**src/rtl/key_arbiter8.sv**
```systemverilog
`default_nettype none
// ============================================================================
// Module   : key_arbiter8
// Brief    : Round-robin arbiter sharing one tone mux among eight key
//            requesters, with minimum hold and maximum ownership times.
// Revision : 1.0  initial release
// ============================================================================
module key_arbiter8 #(
    parameter int N_HOLD = 4,
    parameter int N_MAX  = 64
) (
    input  logic       clk,
    input  logic       reset,
    input  logic [7:0] req,
    output logic [2:0] sel,
    output logic [7:0] grant,
    output logic       active,
    output logic       switch_pulse
);

    localparam logic [7:0]  c_hold_load = 8'(N_HOLD - 1);
    localparam logic [15:0] c_own_max   = 16'(N_MAX);

    typedef enum logic [1:0] {
        S_IDLE = 2'd0,
        S_HOLD = 2'd1,
        S_OWN  = 2'd2
    } state_t;

    state_t      r_state;
    logic [2:0]  r_ptr;
    logic [2:0]  r_sel;
    logic [7:0]  r_grant;
    logic [7:0]  r_hold_cnt;
    logic [15:0] r_own_cnt;
    logic        r_active;
    logic        r_switch_pulse;

    logic [2:0]  w_pick;
    logic        w_owner_req;
    logic        w_others;
    logic        w_timeout;
    logic        w_eval;
    logic        w_load;
    logic [15:0] w_own_inc;

    // First set bit of r searching from p upward with wrap; the loop runs
    // from the farthest offset down so the nearest one is assigned last.
    function automatic logic [2:0] pick(input logic [7:0] r, input logic [2:0] p);
        logic [2:0] idx;
        pick = p;
        for (int i = 7; i >= 0; i--) begin
            idx = p + 3'(i);
            if (r[idx]) pick = idx;
        end
    endfunction

    assign w_pick      = pick(req, r_ptr);
    assign w_owner_req = req[r_sel];
    assign w_others    = |(req & ~r_grant);
    assign w_timeout   = (r_own_cnt >= c_own_max);
    assign w_own_inc   = w_timeout ? c_own_max : r_own_cnt + 16'd1;

    // The last HOLD cycle already applies the ownership rules, so a grant
    // lasts exactly N_HOLD cycles when the owner lets go early.
    assign w_eval = (r_state == S_OWN) || ((r_state == S_HOLD) && (r_hold_cnt == 8'd0));

    // r_ptr is always winner+1 once a grant exists, so the same pick serves
    // idle arbitration, release-switch and timeout rotation.
    assign w_load = ((r_state == S_IDLE) && (|req)) ||
                    (w_eval && w_others && (!w_owner_req || w_timeout));

    always_ff @(posedge clk) begin
        if (reset) begin
            r_state        <= S_IDLE;
            r_ptr          <= 3'd0;
            r_sel          <= 3'd0;
            r_grant        <= 8'd0;
            r_hold_cnt     <= 8'd0;
            r_own_cnt      <= 16'd0;
            r_active       <= 1'b0;
            r_switch_pulse <= 1'b0;
        end else begin
            r_switch_pulse <= 1'b0;
            if (w_load) begin
                r_state        <= S_HOLD;
                r_sel          <= w_pick;
                r_grant        <= 8'd1 << w_pick;
                r_ptr          <= w_pick + 3'd1;
                r_hold_cnt     <= c_hold_load;
                r_own_cnt      <= 16'd0;
                r_active       <= 1'b1;
                r_switch_pulse <= 1'b1;
            end else begin
                case (r_state)
                    S_HOLD, S_OWN: begin
                        if (!w_eval) begin
                            r_hold_cnt <= r_hold_cnt - 8'd1;
                            r_own_cnt  <= w_own_inc;
                        end else if (!w_owner_req) begin
                            r_state  <= S_IDLE;
                            r_grant  <= 8'd0;
                            r_active <= 1'b0;
                        end else begin
                            r_state   <= S_OWN;
                            r_own_cnt <= w_own_inc;
                        end
                    end
                    default: r_state <= S_IDLE;
                endcase
            end
        end
    end

    assign sel          = r_sel;
    assign grant        = r_grant;
    assign active       = r_active;
    assign switch_pulse = r_switch_pulse;

endmodule
`default_nettype wire

```
**config.mk**
```make
export PLATFORM = sky130hd
export DESIGN_NAME = key_arbiter8
export DESIGN_NICKNAME = d
export VERILOG_FILES = /design/src/rtl/key_arbiter8.sv
export SDC_FILE = /design/constraint.sdc
export NUM_CORES = 1
export LEC_CHECK = 0
export CELL_PAD_IN_SITES_DETAIL_PLACEMENT = 1
export CELL_PAD_IN_SITES_GLOBAL_PLACEMENT = 1
export CORE_UTILIZATION = 44
export DETAILED_ROUTE_END_ITERATION = 10
export PLACE_DENSITY_LB_ADDON = 0.1
export SETUP_SLACK_MARGIN = 0.1
export SKIP_LAST_GASP = 1
export SYNTH_ARGS = -nofsm -noshare
export SYNTH_HDL_FRONTEND = slang
export SYNTH_SLANG_ARGS = --single-unit
```
**constraint.sdc**
```tcl
create_clock -name clk -period 4.1 [get_ports clk]
set_input_delay 0.82 -clock clk [delete_from_list [all_inputs] [get_ports clk]]
set_output_delay 0.82 -clock clk [all_outputs]
set_load 0.1 [all_outputs]
```
Word level (Yosys, flattened, before mapping)
Index checks and enable logic that the tools add are counted.
{"block": "word_totals", "regBits": 42, "inputBits": 10, "out_inout_bits": 13, "word_cells": 107}
{"block": "classes", "n_addsub": 10, "order_cmp": 10, "eq_ne": 6, "shifts": 1, "muxes": 45, "bitwise": 4, "n_reduce_logical": 21}
{"cell": "$mux 16", "count": 3}
{"cell": "$lt 3x4->1 const B", "count": 9}
{"cell": "$mux 8", "count": 4}
{"cell": "$bmux 1 s3", "count": 9}
{"cell": "$mux 3", "count": 8}
{"cell": "$mux 1", "count": 17}
{"cell": "$add 16x1->16 const B", "count": 1}
{"cell": "$ge 16x7->1 const B", "count": 1}
{"cell": "$reduce_or 8->1", "count": 2}
{"cell": "$add 3x3->3 const B", "count": 4}
{"cell": "$and 8x8->8", "count": 1}
{"cell": "$logic_not 8->1", "count": 1}
{"cell": "$mux 2", "count": 4}
{"cell": "$not 8->8", "count": 1}
{"cell": "$shl 1x3->8 const A", "count": 1}
{"cell": "$sub 8x1->8 const B", "count": 1}
{"cell": "$add 3x1->3 const B", "count": 2}
{"cell": "$add 3x2->3 const B", "count": 2}
{"cell": "$reduce_and 2->1", "count": 3}
{"cell": "$logic_and 1x1->1", "count": 4}
{"cell": "$ne 2x1->1 const B", "count": 2}
{"cell": "$reduce_bool 2->1", "count": 2}
{"cell": "$reduce_or 2->1", "count": 2}
{"cell": "$logic_or 1x1->1", "count": 3}
{"cell": "other kinds (9)", "count": 10}

Longest topological paths before layout
{"block": "depth", "ltp_word": 13, "mapped_depth": 15, "mapped_depth_nobuf": 13}

Worst setup path after synthesis
No wires, ideal clock.
{"block": "synth_path", "path_kind": "register -> register", "startpoint": "reg r_ptr[1]", "endpoint": "reg r_ptr[2]", "setup_time_ns": 0.132, "arrival_ns": 3.429, "t_required_ns": 3.968, "path_slack_ns": 0.539, "stages_incl_launch_ff": 15, "path_buffers": 2, "period_less_slack_ns": 3.561, "cell_sequence": "dfxtp_1 clkbuf_1 inv_1 ha_1 clkbuf_1 mux4_2 mux2_2 a21oi_1 nor3_1 a311oi_1 inv_1 ha_1 ha_1 nand2_1 a21oi_1"}
{"block": "synth_between", "elab_chain_len": 12, "word_cells_on_any_way": 32, "classes_between": "8 x add/sub; 24 x mux"}
{"item": "from (decl)", "line": "31", "source": "logic [2:0] r_ptr;"}
{"item": "from (signal assigned)", "line": "89", "source": "r_ptr <= w_pick + 3'd1;"}
{"item": "$add 3x3->3", "line": "53", "source": "idx = p + 3'(i);"}
{"item": "$bmux 1 s3", "line": "54", "source": "if (r[idx]) pick = idx;"}
{"item": "$mux 1 (implied by the code)", "line": "54"}
{"item": "$mux 3 (7 in a row)", "line": "54"}
{"item": "$mux 3 (*)", "line": "54"}
{"item": "via w_pick[0]", "line": "39", "source": "logic [2:0] w_pick;"}
{"item": "$add 3x1->3 (*)", "line": "89"}
The timed path passes the listed nets; every way through them passes the cells marked *. The select of a mux whose other input is x is not followed.
A chain may end at the register's enable or synchronous reset.

Worst setup path in the final report
{"block": "layout_path", "startpoint": "in req[0]", "endpoint": "reg r_ptr[2]"}
{"block": "layout_between", "elab_chain_len": 11, "word_cells_on_any_way": 36, "classes_between": "1 x add/sub; 26 x mux; 1 x bitwise; 8 x reduce/logical"}
{"item": "from (decl)", "line": "14", "source": "input logic [7:0] req,"}
{"item": "$bmux 1 s3", "line": "54"}
{"item": "$mux 1 (implied by the code)", "line": "54"}
{"item": "$mux 3 (7 in a row)", "line": "54"}
{"item": "$mux 3 (*)", "line": "54"}
{"item": "via w_pick[0]", "line": "39"}
{"item": "$add 3x1->3 (*)", "line": "89"}
Marks and branches as above.

==> summary.md <==
| Metric | Value |
|---|---|
| Static leakage power | `1.19 nW` |
| DIE HEIGHT | `80.4 um` |
| Nets | `363` |
| Vias after detailed routing | `2,442` |
| Clock sink total | `42` |
| Final Routed Wirelength | `7080 um` |
| Post CTS Setup Buffer Count | `0` |
| Dpl cell area | `3070 um^2` |
| Detailed placer's ending HPWL | `5300 um` |
| Antenna violations before repair | `0` |
| Clock Latency Late Sink | `0.30 ns` |
| H-tree levels | `2` |
| Synthesized net count | `331` |
| Yosys reg bits | `42` |
| Switching Fraction | `49.7%` |
| Total setup violations reported at the end of the flow | `0` |
| Initial standard-cell utilization of the core | `45.7%` |
| Filler cells | `696` |
| Count of different cell masters after synthesis | `57` |
| Sequential share of the synthesized area | `31.1%` |
| Standard cell core area | `5920 um^2` |
| Top delay family on crit path | `multiplexers` |
| Gr busiest metal | `met2` |
| Most used flip-flop cell after synthesis | `sky130_fd_sc_hd__dfxtp_1` |
| IO Port Bufs | `22` |
| Critical path arrival | `3.95 ns` |
| Power per unit of standard cell area | `730 nW/um^2` |
| Internal power component | `0.00116 W` |
| Number of warnings reported in the yosys synthesis log | `0` |
| Post-synth EDFFs | `0` |
| Sequential Power Share | `22.3%` |
| Count of antenna diodes in the layout | `0` |
| Reg-to-reg critical path endpoint | `r_ptr[2]$_SDFFE_PP0P_` |
| Share of layout cells above drive strength 1 | `11.2%` |
| Number of pins exceeding their max-slew limit in the final report | `0` |
| Count of instances resized after the clock tree is built | `0` |
| Worst-path clk slew | `0.09 ns` |
| Longest Clk Path Bufs | `2` |
| Type of the worst setup path | `input port to register` |
| Maximum number of pins on one net before global-route repair | `17` |
| Count of nets left with antenna violations after detail routing | `0` |
| Met3 track utilization from global routing | `4.32%` |
| Max VDD drop | `0.000418 V` |
| Non-filler cells, final | `415` |
| Hold WS | `0.478 ns` |
| Biggest fanout along the worst timing path | `7` |
| Number of buffer and inverter stages on the critical path | `2` |
| Clock root buffer | `sky130_fd_sc_hd__clkbuf_8` |
| Wirelength per Cell | `17.1 um` |
| Count of final hold-check violations | `0` |
| Number of design-rule violations left by the first detailed-router iteration | `75` |
| Required @ worst endpoint | `4.33 ns` |
| Cells traversed along the worst timing path | `clkdlybuf4s50_1 > mux4_1 > mux2i_1 > o21ai_0 > a21oi_1 > nor3_1 > a311oi_1 > inv_1 > ha_1 > ha_1 > nand2_1 > a21oi_1` |
| Routability congestion estimate | `0.857` |
| Via density per instance | `5.88` |
| TritonCTS Buffers | `5` |
| DR pass1 iterations | `4` |
| Type of the most critical hold path | `register to register` |
| Slew HR | `34.9%` |
| Aggregate global routing overflow | `0` |
| Critical path launch point | `req[0]` |
| Std-Cell Rows | `28` |
| Setup repair after global routing missed its margin | `false` |
| Worst-case clock skew | `0.0123 ns` |
| Total routing resource utilization after global routing | `23.6%` |
| Area taken by flip-flops and latches | `841 um^2` |
| Critical path startpoint category | `input port` |
| Endpoint, Worst Hold | `grant[2]$_SDFFE_PP0P_` |
| Stage delay of the slowest cell on the critical path | `0.65 ns` |
| Wire length of the first global-routing pass | `11,800 um` |
| Critical Path Slowest Stage Cell | `sky130_fd_sc_hd__mux4_1` |
| Reg-to-reg setup timing slack | `0.59 ns` |
| Final total negative setup slack | `0 ns` |
| IO Pins | `23` |
| Worst hold start | `grant[2]$_SDFFE_PP0P_` |
| Switching power | `0.00115 W` |
| Share of power burned in the clock network | `11.4%` |
| Die Width | `80.4 um` |
| Met1 Use GR | `29.5%` |
| Number of buffers inserted for hold repair after clock tree synthesis | `0` |
| Post-placement cell count | `407` |
| DRC | `0` |
| Final critical delay including setup and external delays | `3.72 ns` |
| Depth of the worst register-to-register path | `13` |
| Growth of design area from synthesis to finish | `16.9%` |
| Synthesized cell area | `2700 um^2` |
| Cell area after layout | `3160 um^2` |
| Final cycle utilization of the critical path | `90.8%` |
| Global-route track usage on met2 | `40.6%` |
| Proportion of power drawn by combinational gates | `66.2%` |
| Status | `completed` |
| Combined area of the multi-input logic cells | `1740 um^2` |
| Nature of the critical path endpoint | `register` |
| Hold Path Stages | `2` |
| Proportion of register bits with asynchronous set or reset after synthesis | `0%` |
| Average instance area after synthesis | `8.81 um^2` |
| Die Area | `6460 um^2` |
| Post-Syn Instances | `307` |
| Critical register-to-register path startpoint | `r_ptr[1]$_SDFFE_PP0P_` |
| Vias in the first global route | `2,404` |
| Slew at the pin closest to its max-slew limit | `0.973 ns` |
| Max-cap check violation count | `0` |
| CTS tree | `built` |
| Peak Freq | `0.269 GHz` |
## worst max-delay path by stage
stage / slack (ns) / end / depth (start not counted)
6_report: 0.38 / r_ptr[2]$_SDFFE_PP0P_ / 12
2_1_floorplan: 0.54 / r_ptr[2]$_SDFFE_PP0P_ / 14
4_1_cts: 0.40 / r_ptr[2]$_SDFFE_PP0P_ / 12
3_5_place_dp: 0.09 / r_ptr[2]$_SDFFE_PP0P_ / 12
5_1_grt: 0.18 / r_ptr[2]$_SDFFE_PP0P_ / 12
3_3_place_gp: 0.19 / r_ptr[1]$_SDFFE_PP0P_ / 10
## layout by cell type (no fill, tap or decap), types with 3 or more instances in the layout
cell type	instances
sky130_fd_sc_hd__nand3_1	6
sky130_fd_sc_hd__xnor2_1	7
sky130_fd_sc_hd__xor2_1	9
sky130_fd_sc_hd__a21oi_1	17
sky130_fd_sc_hd__dfxtp_1	42
sky130_fd_sc_hd__and4_1	4
sky130_fd_sc_hd__nor4_1	3
sky130_fd_sc_hd__nand2_1	24
sky130_fd_sc_hd__and3_1	4
sky130_fd_sc_hd__a32o_1	3
sky130_fd_sc_hd__mux4_2	8
sky130_fd_sc_hd__buf_4	15
sky130_fd_sc_hd__o21ai_1	6
sky130_fd_sc_hd__o211ai_1	3
sky130_fd_sc_hd__clkbuf_8	5
sky130_fd_sc_hd__a22oi_1	3
sky130_fd_sc_hd__ha_1	14
sky130_fd_sc_hd__mux2_2	4
sky130_fd_sc_hd__nor2_1	36
sky130_fd_sc_hd__clkdlybuf4s50_1	22
sky130_fd_sc_hd__o21ai_0	8
sky130_fd_sc_hd__nor2b_1	6
sky130_fd_sc_hd__nand2b_1	4
sky130_fd_sc_hd__a211oi_1	5
sky130_fd_sc_hd__mux2i_1	6
sky130_fd_sc_hd__nand3b_1	3
sky130_fd_sc_hd__nand4_1	6
sky130_fd_sc_hd__a31oi_1	10
sky130_fd_sc_hd__inv_1	19
## stage by stage
step,setup slack (ns),utilization (%),power (W)
floorplan,0.539,-,0.00162
global route,0.180,53.4,0.00247
CTS,0.399,53.4,0.00232
finish,0.377,53.4,0.00231
detailed placement,0.0942,51.9,0.00204
global placement,0.189,51.9,0.00201
## cells by family (layout without fill, tap and decap cells)
group	count (synthesis)	in the layout	synth area share [%]
simple gates	108	108	20.5
compound gates	76	76	19.6
mux	20	20	12.5
fa+ha+maj	14	14	6.48
xor+xnor	16	16	5.18
flops	42	42	31.1
buf+inv	31	64	4.72
## cell type report
type                            count  area share, %
Clock buffer                        6           2.30
Timing Repair Buffer               37           10.5
Sequential cell                    42           26.6
Inverter                           19           2.26
Clock inverter                      2          0.435
Multi-Input combinational cell    234           54.9
Tap cell                           75           2.97
## synth_stat cells, drive strengths merged (4+ instances only)
cell    count  share of area [%]
a211oi      5                1.4
a21oi      18                3.5
a31oi      10                2.3
and3        4               0.93
and4        4                1.3
clkbuf      9                1.3
dfxtp      42                 31
ha         14                6.5
inv        19                2.6
mux2        4                1.7
mux2i       6                2.2
mux4       10                8.6
nand2      25                3.6
nand2b      4               0.93
nand3       6                1.1
nand3b      4                1.6
nand4       6                1.4
nor2       36                5.0
nor2b       6                1.4
o21ai      14                2.6
xnor2       7                2.3
xor2        9                2.9
## registers in the layout, indices dropped and copies added, names as in the netlist
register      count
r_own_cnt        16
grant             8
r_hold_cnt        8
r_ptr             3
sel               3
r_state           2
active            1
switch_pulse      1
## worst register-to-register path, cell delays in order, from the launching register on
cell and delay [ns]:
sky130_fd_sc_hd__dfxtp_1 0.33, sky130_fd_sc_hd__inv_1 0.11, sky130_fd_sc_hd__ha_1 0.58, sky130_fd_sc_hd__mux4_1 0.47
sky130_fd_sc_hd__mux2i_1 0.32, sky130_fd_sc_hd__o21ai_0 0.15, sky130_fd_sc_hd__a21oi_1 0.27, sky130_fd_sc_hd__nor3_1 0.08
sky130_fd_sc_hd__a311oi_1 0.33, sky130_fd_sc_hd__inv_1 0.14, sky130_fd_sc_hd__ha_1 0.22, sky130_fd_sc_hd__ha_1 0.27
sky130_fd_sc_hd__nand2_1 0.04, sky130_fd_sc_hd__a21oi_1 0.14
## power groups by stage
stage / clock (W) / sequential, W / combinational [W]
after floorplan: 0 / 0.000747 / 0.000876
after global placement: 0 / 0.000524 / 0.00149
after detailed placement: 0 / 0.000526 / 0.00151
after CTS: 0.000274 / 0.000517 / 0.00152
after global routing: 0.000296 / 0.000523 / 0.00165
final: 0.000264 / 0.000516 / 0.00153
## metal layers
metal / routed length (um) / share of wire (%)
met1: 3260 / 46
met2: 3470 / 49
met3: 221 / 3.1
met4: 133 / 1.9
met5: 0 / 0
Power figures use the tool's default switching activity.
